--- config.mk ---
export PLATFORM = sky130hd
export DESIGN_NAME = edge2en_multi
export DESIGN_NICKNAME = d
export VERILOG_FILES = /design/src/rtl/edge2en_pkg.sv /design/src/rtl/edge2en_ch.sv /design/src/rtl/edge2en_multi.sv
export SDC_FILE = /design/constraint.sdc
export NUM_CORES = 1
export LEC_CHECK = 0
export CAP_MARGIN = 10
export CORE_MARGIN = 3
export CORE_UTILIZATION = 46
export CTS_BUF_LIST = sky130_fd_sc_hd__clkbuf_8
export DETAILED_ROUTE_END_ITERATION = 16
export PLACE_DENSITY = 0.77
export SLEW_MARGIN = 20
export SYNTH_ARGS = -nofsm -noshare
export SYNTH_HDL_FRONTEND = slang
export SYNTH_SLANG_ARGS = --single-unit
--- constraint.sdc ---
create_clock -name clk_in -period 1.1 [get_ports clk_in]
set_input_delay 0.22 -clock clk_in [delete_from_list [all_inputs] [get_ports clk_in]]
set_output_delay 0.22 -clock clk_in [all_outputs]
set_load 0.03 [all_outputs]
--- src/rtl/edge2en_pkg.sv ---
// Shared types and helpers for the multi-channel edge-to-enable converter.
// Provides the per-channel event mode encoding, counter sizing and event select.
package edge2en_pkg;

   typedef enum logic [1:0] {
      EM_NONE = 2'b00,
      EM_RISE = 2'b01,
      EM_FALL = 2'b10,
      EM_BOTH = 2'b11
   } edge_mode_t;

   // Debounce counter width able to hold 0..f.
   function automatic int cnt_width(input int f);
      return $clog2(f + 1);
   endfunction

   // Pick the event for one channel from its rise/fall strobes.
   function automatic logic sel_event(
      input edge_mode_t mode,
      input logic       rise,
      input logic       fall
   );
      logic ev;
      ev = 1'b0;
      unique case (mode)
         EM_NONE: ev = 1'b0;
         EM_RISE: ev = rise;
         EM_FALL: ev = fall;
         EM_BOTH: ev = rise | fall;
         default: ev = 1'b0;
      endcase
      return ev;
   endfunction

endpackage

--- src/rtl/edge2en_ch.sv ---
// One channel: synchroniser chain, debounce counter, debounced level and
// registered one-cycle rise/fall pulses.
// Ports:
//   clk, rst          clock and synchronous active-high reset
//   raw               asynchronous input pin
//   level             debounced level
//   rise, fall        registered one-cycle edge pulses
//   rise_nxt, fall_nxt  values rise/fall take at the next edge
module edge2en_ch
   import edge2en_pkg::*;
#(
   parameter int SYNC_STAGES = 2,
   parameter int FILTER_CNT  = 4
) (
   input  logic clk,
   input  logic rst,
   input  logic raw,
   output logic level,
   output logic rise,
   output logic fall,
   output logic rise_nxt,
   output logic fall_nxt
);

   localparam int CW = cnt_width(FILTER_CNT);
   localparam logic [CW-1:0] CNT_LAST = CW'(FILTER_CNT - 1);

   logic [SYNC_STAGES-1:0] sr;
   logic                   sync;
   logic [CW-1:0]          cnt;
   logic                   level_d;

   assign sync = sr[SYNC_STAGES-1];

   always_ff @(posedge clk) begin
      if (rst) begin
         sr <= '0;
      end else begin
         sr <= {sr[SYNC_STAGES-2:0], raw};
      end
   end

   // Level only moves after FILTER_CNT consecutive differing samples;
   // any agreeing sample restarts the count.
   always_ff @(posedge clk) begin
      if (rst) begin
         cnt   <= '0;
         level <= 1'b0;
      end else if (sync == level) begin
         cnt <= '0;
      end else if (cnt < CNT_LAST) begin
         cnt <= cnt + 1'b1;
      end else begin
         cnt   <= '0;
         level <= sync;
      end
   end

   assign rise_nxt = level & ~level_d;
   assign fall_nxt = ~level & level_d;

   always_ff @(posedge clk) begin
      if (rst) begin
         level_d <= 1'b0;
         rise    <= 1'b0;
         fall    <= 1'b0;
      end else begin
         level_d <= level;
         rise    <= rise_nxt;
         fall    <= fall_nxt;
      end
   end

endmodule

--- src/rtl/edge2en_multi.sv ---
// CH-channel edge-to-enable converter with mode-selected events,
// sticky pending flags and an OR'd interrupt.
// Ports:
//   clk_in, rst_in     clock and synchronous active-high reset
//   edge_in[CH]        asynchronous raw inputs
//   mode_in[2*CH]      per-channel edge_mode_t, ch i at [2i+1:2i]
//   clr_in[CH]         per-channel pending clear (set wins)
//   level_out, rising_out, falling_out, event_out, pend_out [CH]
//   irq_out            OR of pending flags
module edge2en_multi
   import edge2en_pkg::*;
#(
   parameter int CH          = 4,
   parameter int SYNC_STAGES = 2,
   parameter int FILTER_CNT  = 4
) (
   input  logic            clk_in,
   input  logic            rst_in,
   input  logic [CH-1:0]   edge_in,
   input  logic [2*CH-1:0] mode_in,
   input  logic [CH-1:0]   clr_in,
   output logic [CH-1:0]   level_out,
   output logic [CH-1:0]   rising_out,
   output logic [CH-1:0]   falling_out,
   output logic [CH-1:0]   event_out,
   output logic [CH-1:0]   pend_out,
   output logic            irq_out
);

   logic [CH-1:0] rise_nxt;
   logic [CH-1:0] fall_nxt;
   logic [CH-1:0] ev_nxt;
   logic [CH-1:0] pend;

   for (genvar i = 0; i < CH; i++) begin : g_ch
      edge2en_ch #(
         .SYNC_STAGES (SYNC_STAGES),
         .FILTER_CNT  (FILTER_CNT)
      ) u_ch (
         .clk      (clk_in),
         .rst      (rst_in),
         .raw      (edge_in[i]),
         .level    (level_out[i]),
         .rise     (rising_out[i]),
         .fall     (falling_out[i]),
         .rise_nxt (rise_nxt[i]),
         .fall_nxt (fall_nxt[i])
      );
   end

   // Events are formed alongside the rise/fall registers so the mode
   // applies in the same cycle the pulse is created.
   always_comb begin
      ev_nxt = '0;
      for (int i = 0; i < CH; i++) begin
         ev_nxt[i] = sel_event(edge_mode_t'(mode_in[2*i +: 2]),
                               rise_nxt[i], fall_nxt[i]);
      end
   end

   always_ff @(posedge clk_in) begin
      if (rst_in) begin
         event_out <= '0;
         pend      <= '0;
      end else begin
         event_out <= ev_nxt;
         pend      <= (pend & ~clr_in) | ev_nxt;
      end
   end

   assign pend_out = pend;
   assign irq_out  = |pend;

endmodule

==> results.py <==
metrics = {
    "clocking": {
        "cts_tree": "built",
        "cts_buffer_depth": 2,
        "cts_hold_buf": 0,
        "clkSlewWorstSetupHoldPaths_ns": 0.08,
        "root_buffer": "clkbuf_8",
        "numCtsBuffers": 5,
        "h-tree-depth": 2,
        "clock_latency_ns": 0.29,
        "cts.sinks": 44,
    },
    "critical_path": {
        "crit_path_end_kind": "output port",
        "worstPathRequired_ns": 0.88,
        "crit_type": "register to output port",
        "reg2regPathDepth": 5,
        "crit_path_max_fanout": 2,
        "start_kind": "register",
        "arrival_ns": 1.29,
        "reg2reg_slack_ns": 0.02,
        "reg2reg_from": "g_ch[2].u_ch.level_d$_SDFF_PP0_",
        "worstReg2RegEnd": "pend_out[2]$_SDFF_PP0_",
    },
    "hold_path": {
        "hold-path-cell-count": 1,
        "holdCritPathClass": "register to register",
        "hold_path.startpoint": "g_ch[1].u_ch.cnt[2]$_SDFF_PP0_",
        "hold-path-endpoint": "g_ch[1].u_ch.cnt[0]$_SDFF_PP0_",
    },
    "logic_synthesis": {
        "synthCells": 159,
        "synth_edf_count": 0,
        "ys_types": 23,
        "synthArstFlopShare_pct": 0,
        "synthesis.area_mm2": 0.001697,
        "synth_seq_cells": 44,
        "synth-warning-count": 0,
        "syn_nets": 189,
        "ys.flop_type": "dfxtp_1",
        "ys_seq_area_share_pct": 51.92,
        "syn_avg_cell_area_um2": 10.67,
    },
    "power": {
        "leakage_uw": 0.001013,
        "combPwrFrac_pct": 6.7,
        "p_clk_share_pct": 39.2,
        "max-vdd-ir-drop_mv": 0.8963,
        "p_per_area_mw_per_mm2": 1243,
        "switchingPower_uw": 595.9,
        "seq_power_share_pct": 54.1,
        "power.internal_uw": 2388,
        "sw_frac_of_total_pct": 19.97,
    },
    "global_routing": {
        "grt_overflow": 0,
        "grt_max_degree": 14,
        "grt_antenna_before_repair": 0,
        "track_usage_pct": 15.96,
        "grt_pass1_vias": 1252,
        "grt_pass1_wl_um": 5244,
    },
    "route": {
        "ant_nets": 0,
        "vias_per_cell": 4.690,
        "via_count": 1196,
        "routed_wl_um": 3153,
        "wl_per_cell_um": 12.36,
        "drtPass1Iterations": 4,
        "drtIter0Drc": 35,
        "drc": 0,
    },
    "timing": {
        "drv_slew": 0,
        "fmax_mhz": 662.7,
        "final.min_clock_period_ns": 1.509,
        "rsz0062_at_grt": "yes",
        "setup_viol": 2,
        "worst_pin_slew_ns": 0.2369,
        "hold_viol_final": 0,
        "finClkSkew_ns": 0.006416,
        "setup_tns_ns": -0.4334,
        "layout_setup_ws_ns": -0.4089,
        "finalCritPeriodShare_pct": 137.2,
        "max_slew_margin_pct": 84.10,
    },
    "outcome": {
        "violations": "setup timing",
        "status": "finished with violations",
    },
    "place": {
        "dp_cells": 244,
        "place_ws_ns": -0.5499,
        "postPlaceCellArea_mm2": 0.002103,
        "dp_hpwl_um": 2345,
        "portBuffers": 38,
        "gp_congestion": 0.7029,
    },
    "die": {
        "die_y_um": 66.73,
        "start_util_pct": 49.29,
        "fp.dieArea_mm2": 0.004453,
        "die_width_um": 66.73,
        "ioPinCount": 39,
        "core-area_mm2": 0.003442,
        "rows": 21,
    },
    "final_layout": {
        "antenna_cells": 0,
        "nets": 238,
        "final_area_mm2": 0.002401,
        "final_util_pct": 69.76,
        "drive_above_1_share_pct": 41.15,
        "finalNonFillerCells": 255,
        "synthToLayoutAreaGrowth_pct": 41.52,
    },
    "job": {
        "max-cap-violations": 0,
    },
}
critical path, cell delays in order, from the launching register on:
cell	delay, ns
dfxtp_2	0.32
or4_4	0.52
buf_6	0.15
cell usage in the layout, fill, tap and decap left out, types with 2 or more instances in the layout:
cell             synthesis  final
dfxtp_1                 44     32
buf_4                   13     31
nor2b_1                 20     17
clkdlybuf4s50_1          0     17
buf_6                    1     10
and2_1                   8      8
nor2_1                   8      8
dfxtp_2                  0      7
ha_1                    12      6
inv_2                    0      5
ha_4                     0      5
clkbuf_8                 0      5
dfxtp_4                  0      5
inv_1                    8      4
a21o_1                   4      4
nor3_2                   4      4
nor4_1                   4      4
nand3b_1                 4      4
a21oi_1                  4      4
mux2i_1                  4      4
nor2b_2                  0      3
nand2b_1                 3      3
a31oi_1                  4      3
xnor2_2                  0      3
o21ai_2                  0      2
o211ai_1                 2      2
cells in the mapped netlist, drive strengths merged, types with 8 or more instances:
cell / instances / area, um^2
ha: 12 / 150.1
nor2b: 20 / 125.1
buf: 16 / 118.9
and2: 8 / 50.05
inv: 8 / 30.03
nor2: 8 / 30.03
dfxtp: 44 / 880.8
cell type report:
class	instances	area, um^2
Tap cell	46	57.56
Sequential cell	44	908.4
Fill cell	257	1041
Clock buffer	5	68.82
Clock inverter	3	38.79
Timing Repair Buffer	58	515.5
Inverter	8	30.03
Multi-Input combinational cell	91	782.0
power by group through the flow:
stage / sequential [uW] / clock (uW) / combinational, uW
4_1_cts: 1620 / 1200 / 194
3_3_place_gp: 1660 / 0 / 182
2_1_floorplan: 1670 / 0 / 67.5
6_report: 1610 / 1170 / 199
3_5_place_dp: 1660 / 0 / 187
5_1_grt: 1620 / 1280 / 216
how the worst max path moves through the flow:
| stage | slack [ns] | startpoint | endpoint |
|---|---|---|---|
| final | -0.41 | pend_out[0]$_SDFF_PP0_ | irq_out |
| after global routing | -0.44 | pend_out[0]$_SDFF_PP0_ | irq_out |
| after CTS | -0.42 | pend_out[0]$_SDFF_PP0_ | irq_out |
| after detailed placement | -0.55 | pend_out[3]$_SDFF_PP0_ | irq_out |
| after global placement | -0.55 | pend_out[3]$_SDFF_PP0_ | irq_out |
| after floorplan | -0.08 | pend_out[3]$_SDFF_PP0_ | irq_out |
logic make-up (layout without fill, tap and decap cells):
kind of cell | Yosys count | in the layout | share of synthesized area, %
compound gates | 16 | 16 | 5.899
xor+xnor | 4 | 4 | 2.065
fa+ha+maj | 12 | 12 | 8.849
buf+inv | 24 | 74 | 8.776
flops | 44 | 44 | 51.92
mux | 4 | 4 | 2.360
simple gates | 55 | 55 | 20.13
registers in the layout, summed over array words and instances (netlist names):
register,flops
g_ch.u_ch.rise,4
g_ch.u_ch.fall,4
pend_out,4
g_ch.u_ch.level_d,4
event_out,4
g_ch.u_ch.cnt,12
g_ch.u_ch.level,4
g_ch.u_ch.sr,8
routing by layer:
metal	global-route usage, %	routed length [um]
met5	0	0
met4	6.091	47
met3	5.565	207
met2	29.08	1674
met1	16.58	1223
repair_timing:
action                                  CTS  global route
buffers inserted                          1             3
cloned                                    0             0
endpoints found under the setup margin   11            19
pin swaps                                 7            10
resized for setup                        33            19
through the flow:
stage	hold WS, ns	total power [uW]
finish	0.4225	2984
global route	0.4428	3111
CTS	0.4290	3013
detailed placement	0.4252	1848
global placement	0.4092	1841
floorplan	0.3482	1737
No activity file was read; power rests on OpenSTA's default activity.
